--- config.mk ---
export PLATFORM = sky130hd
export DESIGN_NAME = mul1_sweep_ctrl_flat
export DESIGN_NICKNAME = d
export VERILOG_FILES = /design/src/rtl/mul1_sweep_ctrl_pkg.sv /design/src/rtl/mul1_sweep_ctrl_if.sv /design/src/rtl/mul1_sweep_ctrl_sweep_counter.sv /design/src/rtl/mul1_sweep_ctrl.sv /design/src/flat_wrapper.sv
export SDC_FILE = /design/constraint.sdc
export NUM_CORES = 1
export LEC_CHECK = 0
export ABC_CLOCK_PERIOD_IN_PS = 4950
export BUFFER_PORTS_ARGS = -buffer_cell sky130_fd_sc_hd__buf_4
export CAP_MARGIN = 10
export CORE_MARGIN = 1
export CORE_UTILIZATION = 59
export CTS_CLUSTER_SIZE = 25
export DETAILED_ROUTE_END_ITERATION = 12
export GPL_ROUTABILITY_DRIVEN = 0
export PLACE_DENSITY_LB_ADDON = 0.08
export SLEW_MARGIN = 25
export SYNTH_ARGS = -nofsm -noshare
export SYNTH_HDL_FRONTEND = slang
export SYNTH_SLANG_ARGS = --single-unit
--- constraint.sdc ---
create_clock -name clk_mul -period 4.95 [get_ports clk_mul]
set_clock_uncertainty 0.15 [all_clocks]
set_input_delay 0.2475 -clock clk_mul [delete_from_list [all_inputs] [get_ports clk_mul]]
set_output_delay 0.2475 -clock clk_mul [all_outputs]
set_load 0.01 [all_outputs]
--- src/rtl/mul1_sweep_ctrl_pkg.sv ---
// Shared types and constants for the FastICA MUL1 sweep controller.
// Datapath format of MUL1 is 26-bit Q13; the controller itself only sequences it.
package fastica_pkg;

    typedef enum logic [2:0] {
        IDLE,
        WSNAP,
        RUN,
        FLUSH,
        WAIT_UPD,
        DONE
    } state_t;

    localparam int DATA_W       = 26;
    localparam int FRAC_W       = 13;
    localparam int CNT_W_DEF    = 16;
    localparam int ITER_W_DEF   = 8;
    localparam int MAX_ITER_DEF = 64;

endpackage

--- src/rtl/mul1_sweep_ctrl_if.sv ---
// z-stream, MUL1 product flags and weight-update handshake between the
// sweep controller (master) and its upstream/downstream neighbours (slave).
interface mul1_sweep_ctrl_if;

    logic z_valid;
    logic z_ready;
    logic en_mul;
    logic prod_valid;
    logic prod_last;
    logic w_snap_valid;
    logic sweep_done;
    logic update_done;
    logic converged;

    modport master (
        input  z_valid, update_done, converged,
        output z_ready, en_mul, prod_valid, prod_last, w_snap_valid, sweep_done
    );

    modport slave (
        output z_valid, update_done, converged,
        input  z_ready, en_mul, prod_valid, prod_last, w_snap_valid, sweep_done
    );

endinterface

--- src/rtl/mul1_sweep_ctrl_sweep_counter.sv ---
// Loadable up-counter with synchronous clear and terminal-count compare.
// Clear has priority over load, load over increment.
module sweep_counter #(
    parameter int W = 16
) (
    input  logic         clk,
    input  logic         rst_n,
    input  logic         clr,
    input  logic         load,
    input  logic [W-1:0] load_val,
    input  logic         inc,
    input  logic [W-1:0] tc_val,
    output logic [W-1:0] cnt,
    output logic         tc
);

    always_ff @(posedge clk or negedge rst_n) begin
        if (!rst_n)
            cnt <= '0;
        else if (clr)
            cnt <= '0;
        else if (load)
            cnt <= load_val;
        else if (inc)
            cnt <= cnt + W'(1);
    end

    assign tc = (cnt == tc_val);

endmodule

--- src/rtl/mul1_sweep_ctrl.sv ---
// Sequences MUL1 for one-unit FastICA: per sweep a W snapshot cycle, a stream
// of z vectors, then a wait for the weight-update unit, until convergence.
module mul1_sweep_ctrl
    import fastica_pkg::*;
#(
    parameter int CNT_W    = CNT_W_DEF,
    parameter int ITER_W   = ITER_W_DEF,
    parameter int MAX_ITER = MAX_ITER_DEF
) (
    input  logic              clk_mul,
    input  logic              rstn_mul,
    input  logic              start,
    input  logic              abort,
    input  logic [CNT_W-1:0]  num_samples,
    mul1_sweep_ctrl_if.master mif,
    output logic              busy,
    output logic              done,
    output logic              timeout,
    output logic [ITER_W-1:0] iter_cnt,
    output logic [CNT_W-1:0]  sample_cnt
);

    state_t           state, state_nxt;
    logic [CNT_W-1:0] num_lat;
    logic             z_ready_c, en_mul_c, accept;
    logic             start_ok, smp_clr, upd_ev, finish_ev;
    logic             smp_tc, itr_tc;

    logic             prod_valid_p1, prod_last_p1, w_snap_valid_p1, sweep_done_p1;

    always_ff @(posedge clk_mul or negedge rstn_mul) begin
        if (!rstn_mul)
            state <= IDLE;
        else
            state <= state_nxt;
    end

    always_comb begin
        state_nxt = state;
        z_ready_c = 1'b0;
        en_mul_c  = 1'b0;
        start_ok  = 1'b0;
        smp_clr   = 1'b0;
        upd_ev    = 1'b0;
        finish_ev = 1'b0;
        case (state)
            IDLE, DONE: begin
                if (start) begin
                    state_nxt = WSNAP;
                    start_ok  = 1'b1;
                end
            end
            WSNAP: begin
                smp_clr   = 1'b1;
                state_nxt = (num_lat == '0) ? FLUSH : RUN;
            end
            RUN: begin
                z_ready_c = 1'b1;
                en_mul_c  = mif.z_valid;
                if (mif.z_valid && smp_tc)
                    state_nxt = FLUSH;
            end
            FLUSH: state_nxt = WAIT_UPD;
            WAIT_UPD: begin
                if (mif.update_done) begin
                    upd_ev = 1'b1;
                    if (mif.converged || itr_tc) begin
                        finish_ev = 1'b1;
                        state_nxt = DONE;
                    end else begin
                        state_nxt = WSNAP;
                    end
                end
            end
            default: state_nxt = IDLE;
        endcase
        // Abort overrides everything, including a start arriving in the same cycle
        if (abort) begin
            state_nxt = IDLE;
            z_ready_c = 1'b0;
            en_mul_c  = 1'b0;
            start_ok  = 1'b0;
            smp_clr   = 1'b0;
            upd_ev    = 1'b0;
            finish_ev = 1'b0;
        end
    end

    assign accept = z_ready_c & mif.z_valid;

    always_ff @(posedge clk_mul or negedge rstn_mul) begin
        if (!rstn_mul)
            num_lat <= '0;
        else if (abort)
            num_lat <= '0;
        else if (start_ok)
            num_lat <= num_samples;
    end

    sweep_counter #(.W(CNT_W)) u_smp_cnt (
        .clk      (clk_mul),
        .rst_n    (rstn_mul),
        .clr      (smp_clr | abort),
        .load     (1'b0),
        .load_val ('0),
        .inc      (accept),
        .tc_val   (num_lat - CNT_W'(1)),
        .cnt      (sample_cnt),
        .tc       (smp_tc)
    );

    sweep_counter #(.W(ITER_W)) u_itr_cnt (
        .clk      (clk_mul),
        .rst_n    (rstn_mul),
        .clr      (start_ok | abort),
        .load     (1'b0),
        .load_val ('0),
        .inc      (upd_ev),
        .tc_val   (ITER_W'(MAX_ITER - 1)),
        .cnt      (iter_cnt),
        .tc       (itr_tc)
    );

    // Stage p1: flags line up with MUL1's output register
    always_ff @(posedge clk_mul or negedge rstn_mul) begin
        if (!rstn_mul) begin
            prod_valid_p1   <= 1'b0;
            prod_last_p1    <= 1'b0;
            w_snap_valid_p1 <= 1'b0;
            sweep_done_p1   <= 1'b0;
            timeout         <= 1'b0;
        end else if (abort) begin
            prod_valid_p1   <= 1'b0;
            prod_last_p1    <= 1'b0;
            w_snap_valid_p1 <= 1'b0;
            sweep_done_p1   <= 1'b0;
            timeout         <= 1'b0;
        end else begin
            prod_valid_p1   <= en_mul_c;
            prod_last_p1    <= accept & smp_tc;
            w_snap_valid_p1 <= (state == WSNAP);
            sweep_done_p1   <= (state == FLUSH);
            if (start_ok)
                timeout <= 1'b0;
            else if (finish_ev)
                timeout <= ~mif.converged;
        end
    end

    assign mif.z_ready      = z_ready_c;
    assign mif.en_mul       = en_mul_c;
    assign mif.prod_valid   = prod_valid_p1;
    assign mif.prod_last    = prod_last_p1;
    assign mif.w_snap_valid = w_snap_valid_p1;
    assign mif.sweep_done   = sweep_done_p1;

    assign busy = (state != IDLE) && (state != DONE);
    assign done = (state == DONE);

endmodule

--- src/flat_wrapper.sv ---
// flat-port wrapper written by rule: the top's interface ports become plain ports
module mul1_sweep_ctrl_flat import fastica_pkg::*;
#(
    parameter int CNT_W    = CNT_W_DEF,
    parameter int ITER_W   = ITER_W_DEF,
    parameter int MAX_ITER = MAX_ITER_DEF
)
  (clk_mul, rstn_mul, start, abort, num_samples, busy, done, timeout, iter_cnt, sample_cnt, mif_z_valid, mif_update_done, mif_converged, mif_z_ready, mif_en_mul, mif_prod_valid, mif_prod_last, mif_w_snap_valid, mif_sweep_done);
  mul1_sweep_ctrl_if mif_i ();
  input  logic clk_mul;
  input  logic rstn_mul;
  input  logic start;
  input  logic abort;
  input  logic [CNT_W-1:0] num_samples;
  output logic busy;
  output logic done;
  output logic timeout;
  output logic [ITER_W-1:0] iter_cnt;
  output logic [CNT_W-1:0] sample_cnt;
  input wire logic [$bits(mif_i.z_valid)-1:0] mif_z_valid;
  input wire logic [$bits(mif_i.update_done)-1:0] mif_update_done;
  input wire logic [$bits(mif_i.converged)-1:0] mif_converged;
  output wire logic [$bits(mif_i.z_ready)-1:0] mif_z_ready;
  output wire logic [$bits(mif_i.en_mul)-1:0] mif_en_mul;
  output wire logic [$bits(mif_i.prod_valid)-1:0] mif_prod_valid;
  output wire logic [$bits(mif_i.prod_last)-1:0] mif_prod_last;
  output wire logic [$bits(mif_i.w_snap_valid)-1:0] mif_w_snap_valid;
  output wire logic [$bits(mif_i.sweep_done)-1:0] mif_sweep_done;
  assign mif_i.z_valid = mif_z_valid;
  assign mif_i.update_done = mif_update_done;
  assign mif_i.converged = mif_converged;
  assign mif_z_ready = mif_i.z_ready;
  assign mif_en_mul = mif_i.en_mul;
  assign mif_prod_valid = mif_i.prod_valid;
  assign mif_prod_last = mif_i.prod_last;
  assign mif_w_snap_valid = mif_i.w_snap_valid;
  assign mif_sweep_done = mif_i.sweep_done;
  mul1_sweep_ctrl #(.CNT_W(CNT_W), .ITER_W(ITER_W), .MAX_ITER(MAX_ITER)) u_core (.clk_mul(clk_mul), .rstn_mul(rstn_mul), .start(start), .abort(abort), .num_samples(num_samples), .mif(mif_i), .busy(busy), .done(done), .timeout(timeout), .iter_cnt(iter_cnt), .sample_cnt(sample_cnt));
endmodule
==> results.ini <==
[finish]
utilization_pct=74.4
fillerInstances=349
num_antenna_cells=0
final_area_um2=3290
layout-drive-gt1-share_pct=22.4
nets=365
area_growth_pct=19.0
finalNonFillerCells=391

[setup_path]
r2r_end=u_core.state[0]
start_kind=flop
crit_arrival_ns=2.70
max_stage_delay_ns=0.56
critPathKind=reg2reg
r2r.worst_path.cells=8
crit_path_end_kind=flop
crit_end=u_core.state[0]
cp.required_ns=5.03
r2r_start=u_core.num_lat[0]
crit_path_start=u_core.num_lat[0]
crit_slowest_cell=nor4b_1
r2r_setup_slack_ns=2.34
path_buf_inv=1
crit_family=simple AND/OR/NAND/NOR gates
worst-path-stages=8
cp_cell_sequence=inv_1 -> ha_1 -> nor4b_1 -> and3_1 -> a211oi_1 -> o21ai_0 -> o2111ai_1 -> a21oi_1
critPathMaxFanout=7

[route]
drtPass1Iterations=4
drc_errors=0
post_drt_wl_per_cell_um=16.2
vias_per_cell=5.95
drt-initial-drc-count=161
dr_total_vias=2326
ant_nets=0
routed_wl_mm=6.35

[synthesis]
synth-compound-area-share_pct=14.4
yosys.area_share.simple_pct=23.2
synth_edf_count=0
synthArstFlopShare_pct=100
ys_top_cells_by_area=dfrtp_1 (43%), xor2_1 (8.2%), nor2_1 (4.6%), xnor2_1 (4.4%), a22o_1 (3.8%)
yosysMostFrequentCell=dfrtp_1
seq_area_frac_synth_pct=43.5
avgSynthCellArea_um2=9.59
yosys_register_bits=48
synth_fp_nets=314
synth_fa_ha_area_share_pct=1.36
synth_cells=288
synth.mux.area_fraction_pct=1.13
ys_warn_count=0
synth_xor_xnor_area_share_pct=12.7
synth_top_family_by_area=simple AND/OR/NAND/NOR gates
synth_common_cells=dfrtp_1 (48), nor2_1 (34), xor2_1 (26), nand2_1 (15), xnor2_1 (14)
synthFlopType=dfrtp_1
post-synth-top-area-fraction_pct=43.5
ys_types=47
syn_area_um2=2760
yosysTopAreaCell=dfrtp_1

[placed_design]
pre_cts_ws_ns=2.49
postPlaceCellArea_um2=3170
placed_cells=381
hpwl_mm=4.44
numPortBuffers=55

[clock_tree]
clkSlewWorstSetupHoldPaths_ns=0.09
clk_latency_ns=0.30
cts_buffers=5
cts.sinks=48
root_buffer=clkbuf_8
cts_tree=built
cts_max_path_buffers=2
cts_resized=0
h-tree-depth=2

[outcome]
status=finished, final reports clean

[sta]
slew_headroom_pct=28.3
finalWorstSetupSlack_ns=2.34
setup_tns_ns=0
finalHoldViolations=0
rsz0062_at_grt=no
finalSetupViolCount=0
period_share_pct=52.8
maxSlewViolCount=0
maxClockFrequency_mhz=382
layout_min_cycle_time_ns=2.61
worst-slew-pin-transition_ns=1.08

[floorplanning]
start_util_pct=62.6
fp.coreArea_um2=4410
die_x_um=70.4
io_pins=56
die_h_um=70.4
rows=24
dieArea_um2=4960

[global_route]
grt_pass1_vias=2346
antenna_found_initial=0
grt_pass1_wl_mm=11.2
gr-usage-all-layers_pct=28.8
grt_overflow=0
grt_max_degree=49

[worst_hold_path]
hold_path.class=in2reg

[pwr]
p_per_area_nw_per_um2=304
irDropWorstVdd_mv=0.204
leakage_nw=1.54

[flow_run]
drv_cap=0

==> cells in the final DEF, fill, tap and decap left out, drive strengths merged, types with 11 or more instances in the layout <==
cell type,instances
nor3,13
nand2,15
a22o,13
a21oi,11
xnor2,14
xor2,26
dfrtp,48
buf,56
nor2,35
nand3,12
==> flip-flops by register name, indices dropped and copies added, names as in the netlist <==
name / count
u_core.u_itr_cnt.cnt: 8
u_core.mif.prod_last: 1
u_core.state: 3
u_core.u_smp_cnt.cnt: 16
u_core.timeout: 1
u_core.mif.w_snap_valid: 1
u_core.mif.sweep_done: 1
u_core.num_lat: 16
u_core.mif.prod_valid: 1
==> worst reg2reg max path: cells and delay by family, from the launching register on <==
kind                       cells  cell delay [ns]
adders and majority gates      1             0.29
DFF                            1             0.44
and+or+nand+nor                2             0.83
buffers and inverters          1             0.09
AOI/OAI and AO/OA              4             0.74
==> cells by family after synthesis <==
family,after synthesis
simple gates,119
mux,3
compound gates,52
flops,48
fa+ha+maj,3
buf+inv,23
xor+xnor,40
==> worst min-delay path by stage <==
stage | slack (ns) | cells after the start | end | start
after floorplan | -0.20 | 0 | u_core.mif.prod_last | rstn_mul
after global placement | 0.15 | 1 | u_core.num_lat[5] | rstn_mul
after detailed placement | 0.15 | 1 | u_core.num_lat[5] | rstn_mul
after CTS | 0.01 | 3 | u_core.num_lat[13] | num_samples[13]
after global routing | 0.02 | 2 | u_core.num_lat[5] | num_samples[5]
final | 0.005 | 3 | u_core.num_lat[13] | num_samples[13]
==> layer usage <==
metal | global-route usage, % | up-vias | routed length [um]
met5 | 0 | - | 0
met4 | 6.44 | 0 | 45
met3 | 4.91 | 6 | 328
met2 | 45.6 | 79 | 3050
met1 | 41.6 | 1128 | 2930
li1 | - | 1113 | -
==> what timing repair did <==
item                                    in CTS  in global routing
endpoints found under the setup margin       0                  0
endpoints found under the hold margin       50                  0
setup buffers                                0                  0
hold buffers                                 3                  0
==> where the power goes <==
| part | total [mW] | switching (mW) | leakage, nW | internal, mW |
|---|---|---|---|---|
| combinational | 0.318 | 0.179 | 0.842 | 0.139 |
| clock | 0.226 | 0.130 | 0.0400 | 0.0958 |
| sequential | 0.455 | 0.0389 | 0.661 | 0.416 |
==> area by class of cell <==
cell class | count | area, um^2 | share of cell area, %
clock buffers | 5 | 68.8 | 2.09
clock inverters | 2 | 12.5 | 0.381
inverters | 8 | 30.0 | 0.914
multi-input cells | 217 | 1460 | 44.4
flip-flops and latches | 48 | 1200 | 36.6
well taps | 52 | 65.1 | 1.98
repair buffers | 59 | 450 | 13.7
==> through the flow <==
stage | power (mW) | hold slack (ns)
floorplan | 0.694 | -0.198
global placement | 0.766 | 0.147
detailed placement | 0.772 | 0.148
CTS | 1.00 | 0.00984
global route | 1.06 | 0.0203
finish | 0.999 | 0.00512
No activity file was read; power rests on OpenSTA's default activity.
